**config.mk**
```make
export PLATFORM = sky130hd
export DESIGN_NAME = sha1_stream_frontend
export DESIGN_NICKNAME = d
export VERILOG_FILES = /design/src/rtl/sha1_stream_frontend.sv
export SDC_FILE = /design/constraint.sdc
export NUM_CORES = 1
export LEC_CHECK = 0
export CORE_MARGIN = 4
export CORE_UTILIZATION = 26
export CTS_BUF_LIST = sky130_fd_sc_hd__clkbuf_4
export CTS_CLUSTER_DIAMETER = 60
export DETAILED_ROUTE_END_ITERATION = 7
export SYNTH_ARGS = -nofsm -noshare
export SYNTH_HDL_FRONTEND = slang
export SYNTH_SLANG_ARGS = --single-unit
```
**constraint.sdc**
```tcl
create_clock -name clk -period 19.1 [get_ports clk]
set_input_delay 1.91 -clock clk [delete_from_list [all_inputs] [get_ports clk]]
set_output_delay 1.91 -clock clk [all_outputs]
set_load 0.01 [all_outputs]
```
**src/rtl/sha1_stream_frontend.sv**
```systemverilog
// sha1_stream_frontend: splits a byte stream into SHA-1 padded 16-word blocks and holds the returned digest.
// Define SHA1_FE_OVF_EN to add the sticky len_ovf byte-counter overflow output.
module sha1_stream_frontend #(
    parameter int DATA_W = 32,
    parameter int LEN_W  = 32
) (
    input  logic                clk,
    input  logic                rst,
    input  logic [DATA_W-1:0]   t_data,
    input  logic [DATA_W/8-1:0] t_keep,
    input  logic                t_valid,
    input  logic                t_last,
    output logic                t_ready,
    output logic [31:0]         core_data,
    output logic                core_valid,
    input  logic                core_ready,
    output logic                core_first,
    output logic                core_blk_end,
    input  logic                core_done,
    input  logic [159:0]        core_digest,
    output logic [159:0]        hash_out,
    output logic                hash_valid,
    input  logic                hash_ready
`ifdef SHA1_FE_OVF_EN
    ,
    output logic                len_ovf
`endif
);
    localparam int NB = DATA_W / 8;
    localparam int NW = DATA_W / 32;
    localparam logic [2:0] IDLE = 3'd0, DATA = 3'd1, PAD = 3'd2, ZERO = 3'd3,
                           LEN_HI = 3'd4, LEN_LO = 3'd5, WAIT_DIG = 3'd6, OUT = 3'd7;

    logic [2:0]        state;
    logic [DATA_W-1:0] buf_data;
    logic [DATA_W-1:0] ld_data;
    logic [1:0]        buf_cnt;
    logic [1:0]        ld_words;
    logic              buf_last;
    logic              buf_pad;
    logic [3:0]        widx;
    logic              first_blk;
    logic [LEN_W-1:0]  byte_cnt;
    logic [LEN_W-1:0]  byte_sum;
    logic [3:0]        keep_n;
    logic [3:0]        beat_bytes;
    logic [63:0]       bit_len;
    logic              beat_acc;
    logic              word_acc;
    logic              gen_state;
    logic [2:0]        after_pad;

    // Last beat: bytes past n are zeroed and a partial word carries the 0x80 pad byte.
    always_comb begin
        keep_n = '0;
        for (int i = 0; i < NB; i++)
            keep_n = keep_n + {3'b000, t_keep[i]};
        ld_data = '0;
        for (int i = 0; i < NB; i++)
            ld_data[DATA_W-1-8*i -: 8] = (!t_last || 4'(i) < keep_n) ? t_data[DATA_W-1-8*i -: 8] :
                                         (4'(i) == keep_n && keep_n[1:0] != 2'd0) ? 8'h80 : 8'h00;
    end

    assign ld_words   = t_last ? 2'((keep_n + 4'd3) >> 2) : 2'(NW);
    assign beat_bytes = t_last ? keep_n : 4'(NB);
    assign bit_len    = {{(61-LEN_W){1'b0}}, byte_cnt, 3'b000};
    assign gen_state  = state == PAD || state == ZERO || state == LEN_HI || state == LEN_LO;
    assign core_valid = buf_cnt != 2'd0 || gen_state;
    assign core_data  = buf_cnt != 2'd0 ? buf_data[DATA_W-1 -: 32] :
                        state == LEN_HI ? bit_len[63:32] :
                        state == LEN_LO ? bit_len[31:0] :
                        state == PAD    ? 32'h8000_0000 : 32'h0;
    assign core_first   = core_valid && first_blk && widx == 4'd0;
    assign core_blk_end = core_valid && widx == 4'd15;
    assign word_acc   = core_valid && core_ready;
    assign t_ready    = !rst && (state == IDLE || state == DATA) && !buf_last &&
                        (buf_cnt == 2'd0 || (buf_cnt == 2'd1 && core_ready));
    assign beat_acc   = t_valid && t_ready;
    // Zero-fill stops at index 13 so the length lands in words 14/15.
    assign after_pad  = widx == 4'd13 ? LEN_HI : ZERO;

`ifdef SHA1_FE_OVF_EN
    logic byte_carry;
    assign {byte_carry, byte_sum} = {1'b0, byte_cnt} + {{(LEN_W-3){1'b0}}, beat_bytes};
`else
    assign byte_sum = byte_cnt + {{(LEN_W-4){1'b0}}, beat_bytes};
`endif

    always_ff @(posedge clk or posedge rst) begin
        if (rst) begin
            state      <= IDLE;
            buf_data   <= '0;
            buf_cnt    <= 2'd0;
            buf_last   <= 1'b0;
            buf_pad    <= 1'b0;
            widx       <= 4'd0;
            first_blk  <= 1'b1;
            byte_cnt   <= '0;
            hash_out   <= '0;
            hash_valid <= 1'b0;
`ifdef SHA1_FE_OVF_EN
            len_ovf    <= 1'b0;
`endif
        end else begin
            if (word_acc) begin
                widx <= widx + 4'd1;
                if (widx == 4'd15)
                    first_blk <= 1'b0;
            end
            if (beat_acc) begin
                buf_data <= ld_data;
                buf_cnt  <= ld_words;
                buf_last <= t_last && ld_words != 2'd0;
                buf_pad  <= t_last && keep_n[1:0] != 2'd0;
                byte_cnt <= byte_sum;
                state    <= (t_last && ld_words == 2'd0) ? PAD : DATA;
`ifdef SHA1_FE_OVF_EN
                if (byte_carry)
                    len_ovf <= 1'b1;
`endif
            end else if (buf_cnt != 2'd0 && core_ready) begin
                buf_data <= buf_data << 32;
                buf_cnt  <= buf_cnt - 2'd1;
                if (buf_cnt == 2'd1 && buf_last) begin
                    buf_last <= 1'b0;
                    state    <= buf_pad ? after_pad : PAD;
                end
            end else if (word_acc && gen_state) begin
                state <= (state == PAD || state == ZERO) ? after_pad : state == LEN_HI ? LEN_LO : WAIT_DIG;
            end else if (state == WAIT_DIG && core_done) begin
                hash_out   <= core_digest;
                hash_valid <= 1'b1;
                state      <= OUT;
            end else if (state == OUT && hash_ready) begin
                hash_valid <= 1'b0;
                state      <= IDLE;
                byte_cnt   <= '0;
                first_blk  <= 1'b1;
`ifdef SHA1_FE_OVF_EN
                len_ovf    <= 1'b0;
`endif
            end
        end
    end
endmodule

```
==> results of run 1 <==
## power by group through the flow
stage	Combinational (mW)	Clock, mW	Sequential [mW]
after floorplan	0.246	0	0.842
final	0.758	0.497	0.776
after global routing	0.821	0.554	0.800
after CTS	0.772	0.527	0.778
after detailed placement	0.769	0	0.785
after global placement	0.762	0	0.780
## how the worst min path moves through the flow
stage / depth (start not counted) / endpoint / from
2_1_floorplan: 1 / byte_cnt[31] / byte_cnt[31]
3_3_place_gp: 1 / hash_out[127] / hash_out[127]
3_5_place_dp: 1 / byte_cnt[31] / byte_cnt[31]
4_1_cts: 1 / hash_valid / hash_valid
5_1_grt: 1 / byte_cnt[31] / byte_cnt[31]
6_report: 1 / hash_out[103] / hash_out[103]
## critical path: stages
cell and delay [ns]:
clkdlybuf4s50_1 0.55, or4_4 0.56, nor2_1 0.14, clkdlybuf4s50_1 0.56
## flip-flops by register name, summed over array words and instances (netlist names)
signal      flops
first_blk       1
widx            4
buf_data       32
buf_last        1
byte_cnt       32
hash_valid      1
state           3
buf_pad         1
hash_out      160
buf_cnt         2
## cell usage in the layout, fill, tap and decap left out, types with 8 or more instances in the layout
master,instances
o21ai_0,67
ha_1,11
clkdlybuf4s50_1,399
mux2_2,71
dfrtp_1,236
nand2_1,105
inv_1,43
nand4_1,13
clkinv_1,18
nand3_1,12
clkbuf_4,97
mux2_1,89
a21oi_1,9
a31oi_1,8
mux2i_1,18
o21ai_1,11
nor2_1,13
## through the flow
stage / power [mW] / hold WS (ns) / setup slack [ns]
final: 2.03 / 0.480 / 13.48
after detailed placement: 1.55 / 0.470 / 13.41
after global routing: 2.17 / 0.497 / 13.07
after floorplan: 1.09 / 0.446 / 10.69
after CTS: 2.08 / 0.485 / 13.26
after global placement: 1.54 / 0.466 / 13.40
## cell type report
class,count,area (um^2),area share (%)
multi-input combinational,513,3930,25.1
inverter,44,173,1.10
clock buffer,97,728,4.66
antenna,3,7.51,0.0480
tap,518,648,4.15
sequential,237,5930,38.0
clock inverter,24,174,1.11
timing repair buffer,405,4040,25.8
## logic make-up (layout without fill, tap and decap cells)
kind of cell             after synthesis  after routing  share of synthesized area, %
XOR/XNOR                               8              8                         0.688
other                                  0              3                             0
AO/OA/AOI/OAI                        132            132                          7.62
buffers and inverters                 84            570                          3.27
multiplexers                         178            178                          19.5
adder cells (fa/ha/maj)               13             13                          1.75
AND/OR/NAND/NOR                      182            182                          8.92
flip-flops                           237            237                          58.3
## metal layers
metal	track usage (%)	up-vias	part of all wire (%)
met5	0	-	0
li1	-	3849	-
met2	23.7	370	46
met3	7.22	39	12
met4	4.63	0	1.7
met1	17.2	3856	40
==> metrics.txt, run 1 <==
Clock H-tree levels=3; Final Hold Viols=0; clock skew=0.0319 ns; total track usage=14.7%; Remaining Overflow, GRT=0; Routed WL=31.9 mm; max-cap viol count=0; prevailing post-synth register cell=dfrtp_1; Area Growth Syn to Fin=53.5%; worst min path class=flop to flop; switching pwr=634 uW; number of global-route vias before repair=8,571; reg2reg path depth=8; crit share post-route=29.4%; worst-path fanout max=3; first-pass GRT wire length=48.6 mm; wire length per cell=17.3 um; post-layout util=40.4%; CTS Buf Count=72; Final Instance Area=0.0156 mm^2; DRC marker count from the first detailed-route iteration=344; Crit Path Category=input pin to output pin; Seq cells post-synth=237; Yosys cell types=57; synthesized cell area=0.0102 mm^2; flop2flop setup slack=14.88 ns; share of cells above drive strength 1=14.8%; Port-buffer cells=399; core area=0.0386 mm^2; Synth Warn #=0; initial antenna violation count=4; die area=0.0424 mm^2; LEAKAGE=6.83 nW; crit path from=rst; Arr. time, crit path=3.71 ns; R2R Path End=hash_out[79]; power density cells=130 mW/mm^2; CTS Buffer Depth=3; Root Driver=clkbuf_4; critical path capture point type=output pin; FF-to-FF Start=buf_cnt[0]; clock power share=24.5%; relative slew slack=29.3%; crit path to=t_ready; fillers=3,722; final setup fails=0; RSZ-0062 raised after global routing=no; CTS tree=done; area leader, netlist=dfrtp_1; Fin Setup TNS=0 ns; Sw Ratio=31.2%; Seq/Total Area, Yosys=58.3%; later-pin clock latency in the skew report=0.73 ns; number of flops mapped to enable cells by yosys=0; status=finished, final reports clean; hold buffer count at CTS=0; Synth area leaders=dfrtp_1 (58%), mux2_1 (9.8%), mux2_2 (7.9%), nand2_1 (3.9%), o21ai_0 (3.3%); most frequent cell after synthesis=dfrtp_1; Syn Nets=1,050; DRT Pass-1 Iters=4; fin cells=1,841; Worst Path Required=17.19 ns; Worst-Margin Slew=1.06 ns; Slew Viols, Final=0; dpl cell area=0.0147 mm^2; Comb power frac=37.3%; Post-synth ARST share=100%; dpl cells=1,717; Internal=1.40 mW; Die Height=206 um; gpl congestion=0.769; worst vdd ir=0.0000668 V; largest net degree at the start of global routing=127; post-synth top area share=58.0%; Initial Util=26.3%; top cells by count, synth=dfrtp_1 (236), nand2_1 (105), mux2_1 (89); Routed Antenna Nets=0; Reg clk slew, reported paths=0.05 ns; I/O pin cnt=400; dpl hpwl=23.2 mm; type of origin of the critical path=input pin; Mapped Cells=834; via count=8,114; syn avg cell area=12.2 um^2; Flop pwr share=38.2%; clock sink count=237; Total Nets Final=1,489; Die Span X=206 um; Period minus WS final=5.62 ns; Site Rows=72; DRC=0; Fmax=178 MHz; Vias per Instance=4.41; total setup buffers inserted after CTS=0; cells resized by post-CTS repair=0
No activity file was read; power rests on OpenSTA's default activity.
==> run 2, diff against run 1 <==
==> constraint.sdc (replaced) <==
create_clock -name clk -period 5.3 [get_ports clk]
set_input_delay 0.53 -clock clk [delete_from_list [all_inputs] [get_ports clk]]
set_output_delay 0.53 -clock clk [all_outputs]
set_load 0.01 [all_outputs]
==> run 2 against run 1 <==
  * Critical path type is now flop to output pin
  * Register-to-register slack lost 13 ns
  * Largest cell class unchanged
  * Global-route usage shrank 0.11 points
  * Power grew to 3.6 times the previous value
==> metrics.txt, run 2 (synthesis results as in run 1) <==
status=finished, final reports clean; Remaining Overflow, GRT=0; clock skew=0.0484 ns; initial antenna violation count=3; Initial Util=26.3%; Port-buffer cells=399; Site Rows=72; fin cells=1,845; FF/Latch Area=0.00593 mm^2; I/O pin cnt=400; crit path from=buf_cnt[1]; final setup fails=0; FF-to-FF Start=buf_cnt[1]; Slew Viols, Final=0; core area=0.0386 mm^2; hold buffer count at CTS=0; Crit Path Category=flop to output pin; Hold Startpoint=t_data[10]; total setup buffers inserted after CTS=0; commonest non-fill, non-tap cell in the layout=clkdlybuf4s50_1; fillers=3,765; crit share post-route=74.7%; worst vdd ir=0.000298 V; Worst Path Required=4.77 ns; worst-path fanout max=24; Fmax=253 MHz; Final Instance Area=0.0156 mm^2; flop2flop setup slack=2.24 ns; total track usage=14.6%; wire length per cell=17.3 um; relative slew slack=28.3%; DRC marker count from the first detailed-route iteration=247; multi-input logic area=0.00393 mm^2; CTS tree=done; hold_ws=0.335 ns; CTS Buffer Depth=3; RSZ-0062 raised after global routing=no; critical path capture point type=output pin; power density cells=462 mW/mm^2; Area Growth Syn to Fin=53.6%; Final Hold Viols=0; Routed WL=31.9 mm; gpl congestion=0.773; Die Height=206 um; Fin Setup TNS=0 ns; Root Driver=clkbuf_4; max-cap viol count=0; worst min path class=input pin to flop; dpl cells=1,720; Routed Antenna Nets=0; dpl hpwl=23.1 mm; clock sink count=237; Die Span X=206 um; number of global-route vias before repair=8,773; post-layout util=40.4%; commonest cells after routing, fill and taps aside=clkdlybuf4s50_1 (399), dfrtp_1 (236), nand2_1 (105); LEAKAGE=6.82 nW; Reg clk slew, reported paths=0.07 ns; die area=0.0424 mm^2; later-pin clock latency in the skew report=0.75 ns; type of origin of the critical path=flop; first-pass GRT wire length=48.5 mm; Biggest register=hash_out; DRC=0; largest net degree at the start of global routing=180; Largest register FFs=160; Clock H-tree levels=3; cells resized by post-CTS repair=0; Total Nets Final=1,492; Period minus WS final=3.96 ns; via count=8,204; share of cells above drive strength 1=15.1%; Vias per Instance=4.45; DRT Pass-1 Iters=4; Largest regs=hash_out (160), buf_data (32), byte_cnt (32); Arr. time, crit path=3.43 ns; dpl cell area=0.0148 mm^2; CTS Buf Count=72; Worst-Margin Slew=1.07 ns
-- run 2: path summary, 6_finish.rpt --
| path | end | depth (start not counted) |
|---|---|---|
| min in group asynchronous | state[2] | 3 |
| hold / removal | buf_data[10] | 3 |
| setup reg to reg | buf_data[11] | 8 |
| hold reg to reg | hash_out[121] | 1 |
| setup / recovery | core_data[7] | 8 |
| max in group asynchronous | hash_out[141] | 3 |
-- run 2: stage by stage --
step           power (mW)  worst slack (ns)
6_report             7.23              1.34
5_1_grt              7.76              1.00
4_1_cts              7.39              1.14
3_5_place_dp         5.60              1.33
3_3_place_gp         5.55              1.37
2_1_floorplan        3.92              1.66
-- run 2: where the power goes --
part           total, mW  switching [mW]  internal [mW]
Sequential          2.80           0.350           2.45
Combinational       2.73            1.12           1.61
Clock               1.70           0.811          0.889
-- run 2: area by class of cell --
class	count	share of cell area (%)
well taps	518	4.15
flip-flops and latches	237	37.9
diodes	5	0.0800
repair buffers	408	26.1
inverters	44	1.08
multi-input cells	513	25.1
clock inverters	24	0.864
clock buffers	96	4.61
-- run 2: per-layer routing --
layer	share of wire [%]	global-route usage, %	vias up
li1	-	-	3855
met2	46	23.5	337
met3	12	7.58	44
met4	1.7	4.44	2
met5	0.041	0	-
met1	40	16.9	3966
-- run 2: critical path: stages (launching register included) --
cell,delay (ns)
dfrtp_1,0.38
inv_1,0.09
ha_1,0.17
buf_4,0.27
and3_1,0.74
buf_4,0.28
nand2_1,0.06
o21ai_0,0.12
clkdlybuf4s50_1,0.59
==> run 3, diff against run 2 <==
==> constraint.sdc (replaced) <==
create_clock -name clk -period 4 [get_ports clk]
set_input_delay 0.4 -clock clk [delete_from_list [all_inputs] [get_ports clk]]
set_output_delay 0.4 -clock clk [all_outputs]
set_load 0.01 [all_outputs]
==> run 3 against run 2 <==
  * Die area unchanged
  * Critical path type unchanged
  * Wire length increased by 1.4%
  * Setup slack worse by 0.86 ns
  * Cell area is 1.0% higher
  * Worst hold slack got worse by 0.11 ns
  * Highest routed layer unchanged
  * Via count is 0.48% higher
  * Core utilization grew 0.41 points
  * Critical path depth decreased by 2
  * Clock skew shrank 0.018 ns
  * First-iteration DRC count increased by 30%
==> metrics.txt, run 3 (synthesis results as in run 1) <==
Slew Viols, Final=0; Comb power frac=37.6%; hold buffer count at CTS=0; Die Span X=206 um; crit share post-route=87.9%; R2R Path End=buf_data[13]; critical path capture point type=output pin; wire length per cell=17.4 um; Remaining Overflow, GRT=0; Reg clk slew, reported paths=0.07 ns; number of global-route vias before repair=8,697; via count=8,243; commonest cells after routing, fill and taps aside=clkdlybuf4s50_1 (399), dfrtp_1 (236), nand2_1 (105); final setup fails=0; CP peak stage delay=0.63 ns; commonest non-fill, non-tap cell in the layout=clkdlybuf4s50_1; Vias per Instance=4.43; CTS Buf Count=70; Largest regs=hash_out (160), buf_data (32), byte_cnt (32); clock skew=0.0299 ns; Routed WL=32.3 mm; Internal=6.69 mW; relative slew slack=37.1%; Port-buffer cells=399; Slowest-stage cell, CP=clkdlybuf4s50_1; worst-path fanout max=15; FF-to-FF Start=buf_cnt[0]; I/O pin cnt=400; Initial Util=26.3%; DRC=0; worst vdd ir=0.000327 V; Worst Path Required=3.60 ns; Worst-Margin Slew=0.942 ns; CTS tree=done; die area=0.0424 mm^2; Site Rows=72; dpl hpwl=24.0 mm; Root Driver=clkbuf_4; Fin Setup TNS=0 ns; reg2reg path depth=10; Fmax=285 MHz; Die Height=206 um; RSZ-0062 raised after global routing=no; Hold EP=buf_data[6]; share of cells above drive strength 1=16.0%; hold_ws=0.229 ns; CP delay by family, top=buffers and inverters; Area Growth Syn to Fin=55.1%; first-pass GRT wire length=48.3 mm; fin cells=1,859; max-cap viol count=0; CTS Buffer Depth=3; Sw Ratio=31.3%; type of origin of the critical path=flop; post-layout util=40.9%; total track usage=14.6%; Arr. time, crit path=3.11 ns; worst min path class=input pin to flop; Setup WS pre-CTS=0.106 ns; clock power share=24.3%; Crit Path Category=flop to output pin; cells resized by post-CTS repair=0; DRC marker count from the first detailed-route iteration=320; Buf/Inv on CP=2; Clock H-tree levels=3; total setup buffers inserted after CTS=0; flop2flop setup slack=1.44 ns; Final Instance Area=0.0158 mm^2; largest net degree at the start of global routing=87; dpl cells=1,730; Period minus WS final=3.51 ns; Setup WS post-layout=0.485 ns; status=finished, final reports clean; Final Hold Viols=0; Flop pwr share=38.1%; Tot Pwr=9.74 mW; later-pin clock latency in the skew report=0.72 ns; dpl cell area=0.0149 mm^2; Hold Startpoint=t_data[6]; worst hold path depth=3; Routed Antenna Nets=0; switching pwr=3.05 mW; Largest register FFs=160; power density cells=617 mW/mm^2; clock sink count=237; Total Nets Final=1,500; LEAKAGE=6.92 nW; initial antenna violation count=5; DRT Pass-1 Iters=4; crit-path cells=nor2b_1 -> and3_1 -> buf_4 -> nand2_1 -> o21ai_0 -> clkdlybuf4s50_1; core area=0.0386 mm^2; Biggest register=hash_out; gpl congestion=0.774
## run 3: how the worst max path moves through the flow
| stage | start | endpoint | slack (ns) | depth (start not counted) |
|---|---|---|---|---|
| finish | state[2] | core_data[11] | 0.49 | 6 |
| global route | state[2] | core_data[11] | 0.14 | 6 |
| CTS | state[2] | core_data[11] | 0.35 | 6 |
| detailed placement | t_keep[0] | byte_cnt[28] | 0.11 | 12 |
| global placement | t_keep[0] | byte_cnt[28] | 0.25 | 12 |
| floorplan | rst | buf_cnt[0] | 0.49 | 1 |
## run 3: per-layer routing
layer,GRT usage [%],up-vias,wire [um]
li1,-,3859,-
met2,23.3,375,15000
met5,0,-,27
met1,17.0,3960,12700
met4,4.63,4,546
met3,7.80,45,4050
## run 3: power by group through the flow
stage,clock [mW],combinational (mW),sequential [mW]
6_report,2.37,3.66,3.71
3_5_place_dp,0,3.71,3.75
3_3_place_gp,0,3.68,3.71
2_1_floorplan,0,1.18,4.02
4_1_cts,2.50,3.73,3.71
5_1_grt,2.65,3.96,3.82
## run 3: final cells by class
type                            count  area [um^2]
Fill cell                        3688        22900
Sequential cell                   237         5930
Timing Repair Buffer              418         4200
Multi-Input combinational cell    513         3930
Clock buffer                      102          766
Tap cell                          518          648
Inverter                           44          169
Clock inverter                     21          135
Antenna cell                        6         15.0
## run 3: worst register-to-register path: cells and delay by family, from the launching register on
family,cells,cell delay [ns]
flip-flops,1,0.40
buffers and inverters,4,0.89
AO/OA/AOI/OAI,3,0.45
adder cells (fa/ha/maj),1,0.18
AND/OR/NAND/NOR,2,0.54
